$ cat src/rtl/vga_pattern_gen.sv
// VGA test-pattern generator: band gradient, checkerboard, scrolling bands, solid colour.
// Two-stage pipeline from pixel X/Y/DE to DAC colour; band indices come from running counters.
module vga_pattern_gen #(
  parameter int COLOR_W         = 10,
  parameter int H_ACTIVE        = 640,
  parameter int V_ACTIVE        = 480,
  parameter int H_BANDS_LOG2    = 3,
  parameter int V_BANDS_LOG2    = 3,
  parameter int SCROLL_DIV_LOG2 = 3,
  parameter int FRAME_CNT_W     = 16
) (
  input  logic                     iVGA_CLK,
  input  logic                     iRST,
  input  logic [9:0]               iVGA_X,
  input  logic [9:0]               iVGA_Y,
  input  logic                     iDE,
  input  logic [1:0]               iMODE,
  input  logic [3*COLOR_W-1:0]     iSOLID,
  output logic [COLOR_W-1:0]       oRed,
  output logic [COLOR_W-1:0]       oGreen,
  output logic [COLOR_W-1:0]       oBlue,
  output logic                     oDE,
  output logic [FRAME_CNT_W-1:0]   oFRAME_CNT
);

  localparam int STAGES   = 2;
  localparam int HB       = H_BANDS_LOG2;
  localparam int VB       = V_BANDS_LOG2;
  localparam int NV       = 1 << VB;
  localparam int MAX_I    = (1 << COLOR_W) - 1;
  localparam int H_BAND_W = H_ACTIVE >> HB;
  localparam int V_BAND_H = V_ACTIVE >> VB;
  localparam int HCW      = $clog2(H_BAND_W + 1);
  localparam int VCW      = (V_BAND_H > 1) ? $clog2(V_BAND_H) : 1;

  localparam logic [HCW-1:0]     HCNT_WRAP = HCW'(H_BAND_W);
  localparam logic [VCW-1:0]     VCNT_LAST = VCW'(V_BAND_H - 1);
  localparam logic [HB-1:0]      HB_LAST   = '1;
  localparam logic [VB-1:0]      VB_LAST   = '1;
  localparam logic [COLOR_W-1:0] MAX       = '1;

  typedef enum logic [1:0] {
    MODE_BANDS  = 2'd0,
    MODE_CHECK  = 2'd1,
    MODE_SCROLL = 2'd2,
    MODE_SOLID  = 2'd3
  } mode_e;

  typedef struct packed {
    logic [HB-1:0] hb;
    logic [VB-1:0] vb;
    mode_e         mode;
  } pix_s;

  // (b+1) scaled to the top of the channel range, clipped at full scale
  function automatic logic [COLOR_W-1:0] lvl(input int b, input int l);
    int v;
    v = (b + 1) << (COLOR_W - l);
    return (v > MAX_I) ? MAX : v[COLOR_W-1:0];
  endfunction

  logic x0, fs, ls, deIn;
  assign x0   = iDE && (iVGA_X == '0);
  assign fs   = x0 && (iVGA_Y == '0);
  assign ls   = x0 && !fs;

  // frame-scope state
  logic                   syncR;
  mode_e                  modeR;
  logic [3*COLOR_W-1:0]   solidR;
  logic [HB-1:0]          scrollR;
  logic [FRAME_CNT_W-1:0] frameNxt;

  assign deIn     = iDE && (syncR || fs);
  assign frameNxt = syncR ? oFRAME_CNT + FRAME_CNT_W'(1) : oFRAME_CNT;

  always_ff @(posedge iVGA_CLK or posedge iRST) begin
    if (iRST) begin
      syncR      <= 1'b0;
      modeR      <= MODE_BANDS;
      solidR     <= '0;
      scrollR    <= '0;
      oFRAME_CNT <= '0;
    end else if (fs) begin
      syncR      <= 1'b1;
      modeR      <= mode_e'(iMODE);
      solidR     <= iSOLID;
      scrollR    <= frameNxt[SCROLL_DIV_LOG2 +: HB];
      oFRAME_CNT <= frameNxt;
    end
  end

  // band counters; hbCur/vbCur are the bands of the pixel currently at the input
  logic [HCW-1:0] hcnt, hcntNxt;
  logic [VCW-1:0] vcnt, vcntNxt;
  logic [HB-1:0]  hbandR, hbCur;
  logic [VB-1:0]  vbandR, vbCur;

  always_comb begin
    hcntNxt = hcnt;
    hbCur   = hbandR;
    if (x0) begin
      hcntNxt = HCW'(1);
      hbCur   = '0;
    end else if (iDE) begin
      if (hcnt == HCNT_WRAP) begin
        hcntNxt = HCW'(1);
        hbCur   = (hbandR == HB_LAST) ? hbandR : hbandR + HB'(1);
      end else begin
        hcntNxt = hcnt + HCW'(1);
      end
    end
  end

  always_comb begin
    vcntNxt = vcnt;
    vbCur   = vbandR;
    if (fs) begin
      vcntNxt = '0;
      vbCur   = '0;
    end else if (ls) begin
      if (vcnt == VCNT_LAST) begin
        vcntNxt = '0;
        vbCur   = (vbandR == VB_LAST) ? vbandR : vbandR + VB'(1);
      end else begin
        vcntNxt = vcnt + VCW'(1);
      end
    end
  end

  always_ff @(posedge iVGA_CLK or posedge iRST) begin
    if (iRST) begin
      hcnt   <= '0;
      hbandR <= '0;
      vcnt   <= '0;
      vbandR <= '0;
    end else begin
      hcnt   <= hcntNxt;
      hbandR <= hbCur;
      vcnt   <= vcntNxt;
      vbandR <= vbCur;
    end
  end

  // stage 1: bands, mode and qualified DE
  pix_s                s1;
  logic [STAGES:1]     vldPipe;

  always_ff @(posedge iVGA_CLK or posedge iRST) begin
    if (iRST) begin
      s1      <= '0;
      vldPipe <= '0;
    end else begin
      s1.hb   <= hbCur;
      s1.vb   <= vbCur;
      s1.mode <= fs ? mode_e'(iMODE) : modeR;
      vldPipe <= {vldPipe[STAGES-1:1], deIn};
    end
  end

  // stage 2: colour; frame regs switch on the same edge that captures the FS pixel
  logic [HB-1:0]      gBand;
  logic [COLOR_W-1:0] rNxt, gNxt, bNxt;

  assign gBand = (s1.mode == MODE_SCROLL) ? s1.hb + scrollR : s1.hb;

  always_comb begin
    rNxt = '0;
    gNxt = '0;
    bNxt = '0;
    if (vldPipe[1]) begin
      unique case (s1.mode)
        MODE_BANDS, MODE_SCROLL: begin
          rNxt = lvl(int'(s1.vb) >> 1, VB - 1);
          gNxt = lvl(int'(gBand), HB);
          bNxt = lvl(NV - 1 - int'(s1.vb), VB);
        end
        MODE_CHECK: begin
          if (s1.hb[0] ^ s1.vb[0]) begin
            rNxt = MAX;
            gNxt = MAX;
            bNxt = MAX;
          end
        end
        MODE_SOLID: {rNxt, gNxt, bNxt} = solidR;
        default: ;
      endcase
    end
  end

  always_ff @(posedge iVGA_CLK or posedge iRST) begin
    if (iRST) begin
      oRed   <= '0;
      oGreen <= '0;
      oBlue  <= '0;
    end else begin
      oRed   <= rNxt;
      oGreen <= gNxt;
      oBlue  <= bNxt;
    end
  end

  assign oDE = vldPipe[STAGES];

endmodule
$ cat config.mk
export PLATFORM = sky130hd
export DESIGN_NAME = vga_pattern_gen
export DESIGN_NICKNAME = d
export VERILOG_FILES = /design/src/rtl/vga_pattern_gen.sv
export SDC_FILE = /design/constraint.sdc
export NUM_CORES = 1
export LEC_CHECK = 0
export BUFFER_PORTS_ARGS = -buffer_cell sky130_fd_sc_hd__buf_2
export CAP_MARGIN = 20
export CELL_PAD_IN_SITES_DETAIL_PLACEMENT = 1
export CELL_PAD_IN_SITES_GLOBAL_PLACEMENT = 1
export CORE_ASPECT_RATIO = 0.6
export CORE_MARGIN = 3
export CORE_UTILIZATION = 40
export DETAILED_ROUTE_END_ITERATION = 8
export PLACE_DENSITY = 0.86
export SYNTH_ARGS = -nofsm -noshare
export SYNTH_HDL_FRONTEND = slang
export SYNTH_SLANG_ARGS = --single-unit
$ cat constraint.sdc
create_clock -name iVGA_CLK -period 3.8 [get_ports iVGA_CLK]
set_input_delay 0.76 -clock iVGA_CLK [delete_from_list [all_inputs] [get_ports iVGA_CLK]]
set_output_delay 0.76 -clock iVGA_CLK [all_outputs]
set_load 0.01 [all_outputs]
# Word level (Yosys, flattened, before mapping)
# Cells that the tools add are included.
[op_classes] addsub=10 magnitude_cmp=3 eq_ne=9 n_mux=25 n_bitwise=1 reduce_logical=17
[op_table] cell="$pmux 10 s3" count=3
[op_table] cell="$mux 10" count=7
[op_table] cell="$mux 3" count=9
[op_table] cell="$gt 11x10->1 const B" count=2
[op_table] cell="$mux 7" count=3
[op_table] cell="$logic_not 10->1" count=2
[op_table] cell="$mux 6" count=3
[op_table] cell="$add 16x1->16 const B" count=1
[op_table] cell="$gt 12x11->1 const B" count=1
[op_table] cell="$reduce_bool 2->1" count=4
[op_table] cell="$add 7x1->7 const B" count=1
[op_table] cell="$eq 7x7->1 const B" count=1
[op_table] cell="$add 3x1->3 const B" count=2
[op_table] cell="$add 6x1->6 const B" count=1
[op_table] cell="$eq 3x3->1 const B" count=2
[op_table] cell="$eq 6x6->1 const B" count=1
[op_table] cell="$reduce_and 3->1" count=2
[op_table] cell="$add 4x2->5 const B" count=1
[op_table] cell="$add 3x1->4 const B" count=1
[op_table] cell="$eq 2x2->1 const B" count=2
[op_table] cell="$logic_and 1x1->1" count=4
[op_table] cell="$ne 2x2->1 const B" count=2
[op_table] cell="$sub 3x3->4 const A" count=1
[op_table] cell="$add 2x1->3 const B" count=1
[op_table] cell="other kinds (8)" count=8
[word_totals] register_bits=100 input_bits=55 output_inout_bits=47 word_cells=78

# Depth between registers and ports, before layout
[depth] depth_word=7 mapped_depth=8 depth_no_buf=8

# Worst setup path before layout
# Ideal clock, no wire load.
[synth_timing] path_type="input -> register" start="input iVGA_Y[5]" end="register solidR[10]" setup_ns=0.125 t_arrival_ns=2.502 t_required_ns=3.675 setup_slack_ns=1.174 cell_stages=6 path_buffers=2 cell_sequence="or4_4 -> nor4_4 -> and2_4 -> buf_8 -> buf_6 -> mux2_2"
[synth_via] elab_chain_cells=2
[synth_rtl] item="start, declared" line="15" text="input logic [9:0] iVGA_Y,"
[synth_rtl] item="$logic_not 10->1" line="64" text="assign fs = x0 && (iVGA_Y == '0);"
[synth_rtl] item="$logic_and 1x1->1" line="64"
[synth_rtl] item="end signal, assigned" line="87" text="solidR <= iSOLID;"
[synth_rtl] item="end, declared" line="70" text="logic [3*COLOR_W-1:0] solidR;"
# Every way passes these cells.
# A chain may end at the register's enable or synchronous reset.

# Worst setup path after layout
[layout_timing] start="input iVGA_Y[5]" end="register solidR[2]"
# Same word-level chain as after synthesis.

==> metrics <==
# H-tree levels 3; Tightest Pin Transition roughly 0.75 ns; total negative slack 0 ns; DRT Pass-1 Iters 4; total track usage 18.8%; Max Fclk between 300 and 400 MHz; top post-synthesis cells by area dfrtp_1 (57%), mux2_2 (8.7%), a21oi_1 (3.7%); synthesized area 0.00441 mm²; initial antenna violation count 1; DRC Markers 0; Max Slew Vio Count 0; clk_lat worst skew 0.34 ns; Final Cell Area between 0.005 and 0.006 mm²; largest net degree at the start of global routing around 100; worst r2r dst oGreen[4]$_DFF_PP0_; Setup crit end solidR[2]$_DFFE_PP0N_; setup slack, reg-to-reg 1.53 ns; global route overflow 0; WP data required between 4 and 5 ns; min cycle time layout around 2.7 ns; EDFF count, synth 0; cell taking the most area after synthesis dfrtp_1; # clock sinks 100; reg2reg path depth 8; CP max FO 38; Wirelength per Cell around 18 µm; die area between 0.01 and 0.015 mm²; Syn Nets 449; synth unique cells roughly 50; setup bufs post-CTS 0; filler instances ~1200; hold slack about 0.47 ns; dpl cell area about 0.005 mm²; Clock transition at path regs about 0.07 ns; Peak VDD IR roughly 230 µV; # placed instances about 600; CTS Buffer Depth 2; die height about 87 µm; RD Place Congestion 0.779; Avg Cell Area, Syn between 10 and 15 µm²; root buffer cell clkbuf_16; Arrival @ worst endpoint a little under 3 ns; Post-CTS Hold Buffers 0; Slew Limit Headroom about half; Nets around 550; FF/Latch Area between 0.002 and 0.003 mm²; dpl ws 0.763 ns; cts repair resizes 0; Critical path origin iVGA_Y[5]; Inserted Diodes 0; vias in the first global route between 3000 and 4000; Rows 28; boundary pin count ~100; Power Density about 420 mW/mm²; aggregate routed wire length approximately 11 mm; Worst Setup End Kind flip-flop; Via density around 5.2; dominant synthesized flop cell dfrtp_1; post-DP HPWL a little under 8 mm; routed via count 3241; Die Width 142 µm; fin util between 50% and 60%; final cell count without fillers 619; P&R area growth vs syn 21.1%; worst hold path type flip-flop to flip-flop; crit start category primary input; post-synthesis register bit count 100; Crit Path Class primary input to flip-flop; unrepaired setup endpoints after global routing no; sequential area share after synthesis between 50% and 60%; top cell type's share of synthesized area between 50% and 60%; CTS tree yes; Multi-input gate area about 0.0018 mm²; Final Skew 0.00495 ns; crit share post-route 70.7%; Hold Fails Final Rpt 0; asr flop ratio synth between 90% and 100%; CTS Buf Count 9; Leakage about 2.8 nW; first-pass GRT wire length roughly 18 mm; port bufs 101; post-detailed-route count of antenna-violating nets 0; gate count after technology mapping between 300 and 400; status finished clean; max_cap viols 0; total number of yosys warnings 0; # setup viols final 0; setup ws final 1.11 ns; Starting Density between 40 and 50%; Tot Pwr between 2 and 2.5 mW; total core area 0.0103 mm²; r2r startpoint s1[5]$_DFFE_PP0P_; Starting DRT DRC Count ~150; share of layout cells above drive strength 1 32.9%
==> cells by family after synthesis <==
family | share of synthesized area, %
DFF | 56.8
and+or+nand+nor | 13.4
muxes | 8.92
xor gates and xnor gates | 4.97
adders and majority gates | 3.58
buffers and inverters | 3.18
AOI/OAI and AO/OA | 9.14
==> routing by layer <==
metal | vias to the layer above | part of all wire [%] | track usage, %
li1 | 1531 | - | -
met1 | 1622 | 48 | 25.3
met2 | 73 | 46 | 30.7
met3 | 13 | 5.8 | 5.81
met4 | 2 | 0.71 | 3.66
met5 | - | 0.064 | 0
==> worst min-delay path by stage <==
| stage | startpoint | to | slack, ns | depth (start not counted) |
|---|---|---|---|---|
| 2_1_floorplan | vldPipe[1]$_DFF_PP0_ | vldPipe[2]$_DFF_PP0_ | 0.37 | 0 |
| 3_3_place_gp | oFRAME_CNT[15]$_DFFE_PP0P_ | oFRAME_CNT[15]$_DFFE_PP0P_ | 0.45 | 1 |
| 3_5_place_dp | oFRAME_CNT[15]$_DFFE_PP0P_ | oFRAME_CNT[15]$_DFFE_PP0P_ | 0.46 | 1 |
| 4_1_cts | oFRAME_CNT[15]$_DFFE_PP0P_ | oFRAME_CNT[15]$_DFFE_PP0P_ | 0.47 | 1 |
| 5_1_grt | oFRAME_CNT[15]$_DFFE_PP0P_ | oFRAME_CNT[15]$_DFFE_PP0P_ | 0.50 | 1 |
| 6_report | oFRAME_CNT[15]$_DFFE_PP0P_ | oFRAME_CNT[15]$_DFFE_PP0P_ | 0.47 | 1 |
==> power by group <==
part	internal (mW)	switching (mW)
Clock	0.595	0.401
Sequential	1.09	0.0349
Combinational	0.0547	0.0673
Total	1.74	0.503
==> sequential cells by signal, indices dropped and copies added (netlist names) <==
| name | flops |
|---|---|
| vcnt | 6 |
| oGreen | 10 |
| oBlue | 10 |
| oFRAME_CNT | 16 |
| syncR | 1 |
| s1 | 8 |
| oRed | 10 |
| solidR | 30 |
| vldPipe | 2 |
| hcnt | 7 |
==> worst max-delay path, stage by stage <==
cell and delay (ns):
buf_2 0.10, or4_4 0.53, nor4_4 0.53, and2_4 0.58
mux2_2 0.40
==> cells in the mapped netlist, types with 5 or more instances <==
cell      number
nor2_1        28
a21oi_1       33
nand3_1       12
xor2_1        14
nand2_1       34
dfrtp_1      100
o31ai_1        5
ha_1          11
clkbuf_1      13
nand4_1       11
xnor2_1       11
nor3_1         7
mux2_2        34
o21ai_0        8
inv_1         10
==> placed cells by master, fill, tap and decap left out, types with 11 or more instances in the layout <==
cell type	count
nand3_1	12
nand4_1	11
mux2_2	34
dfrtp_1	100
ha_1	11
xor2_1	14
nor2_1	28
a21oi_1	33
xnor2_1	11
nand2_1	34
buf_2	101
==> final cells by class <==
type | count | share of cell area [%]
clock inverter | 6 | 1.64
multi-input combinational | 255 | 33.1
timing repair buffer | 103 | 9.99
sequential | 100 | 46.9
inverter | 10 | 0.750
clock buffer | 10 | 4.48
tap | 135 | 3.17
No activity file was read; power rests on OpenSTA's default activity.
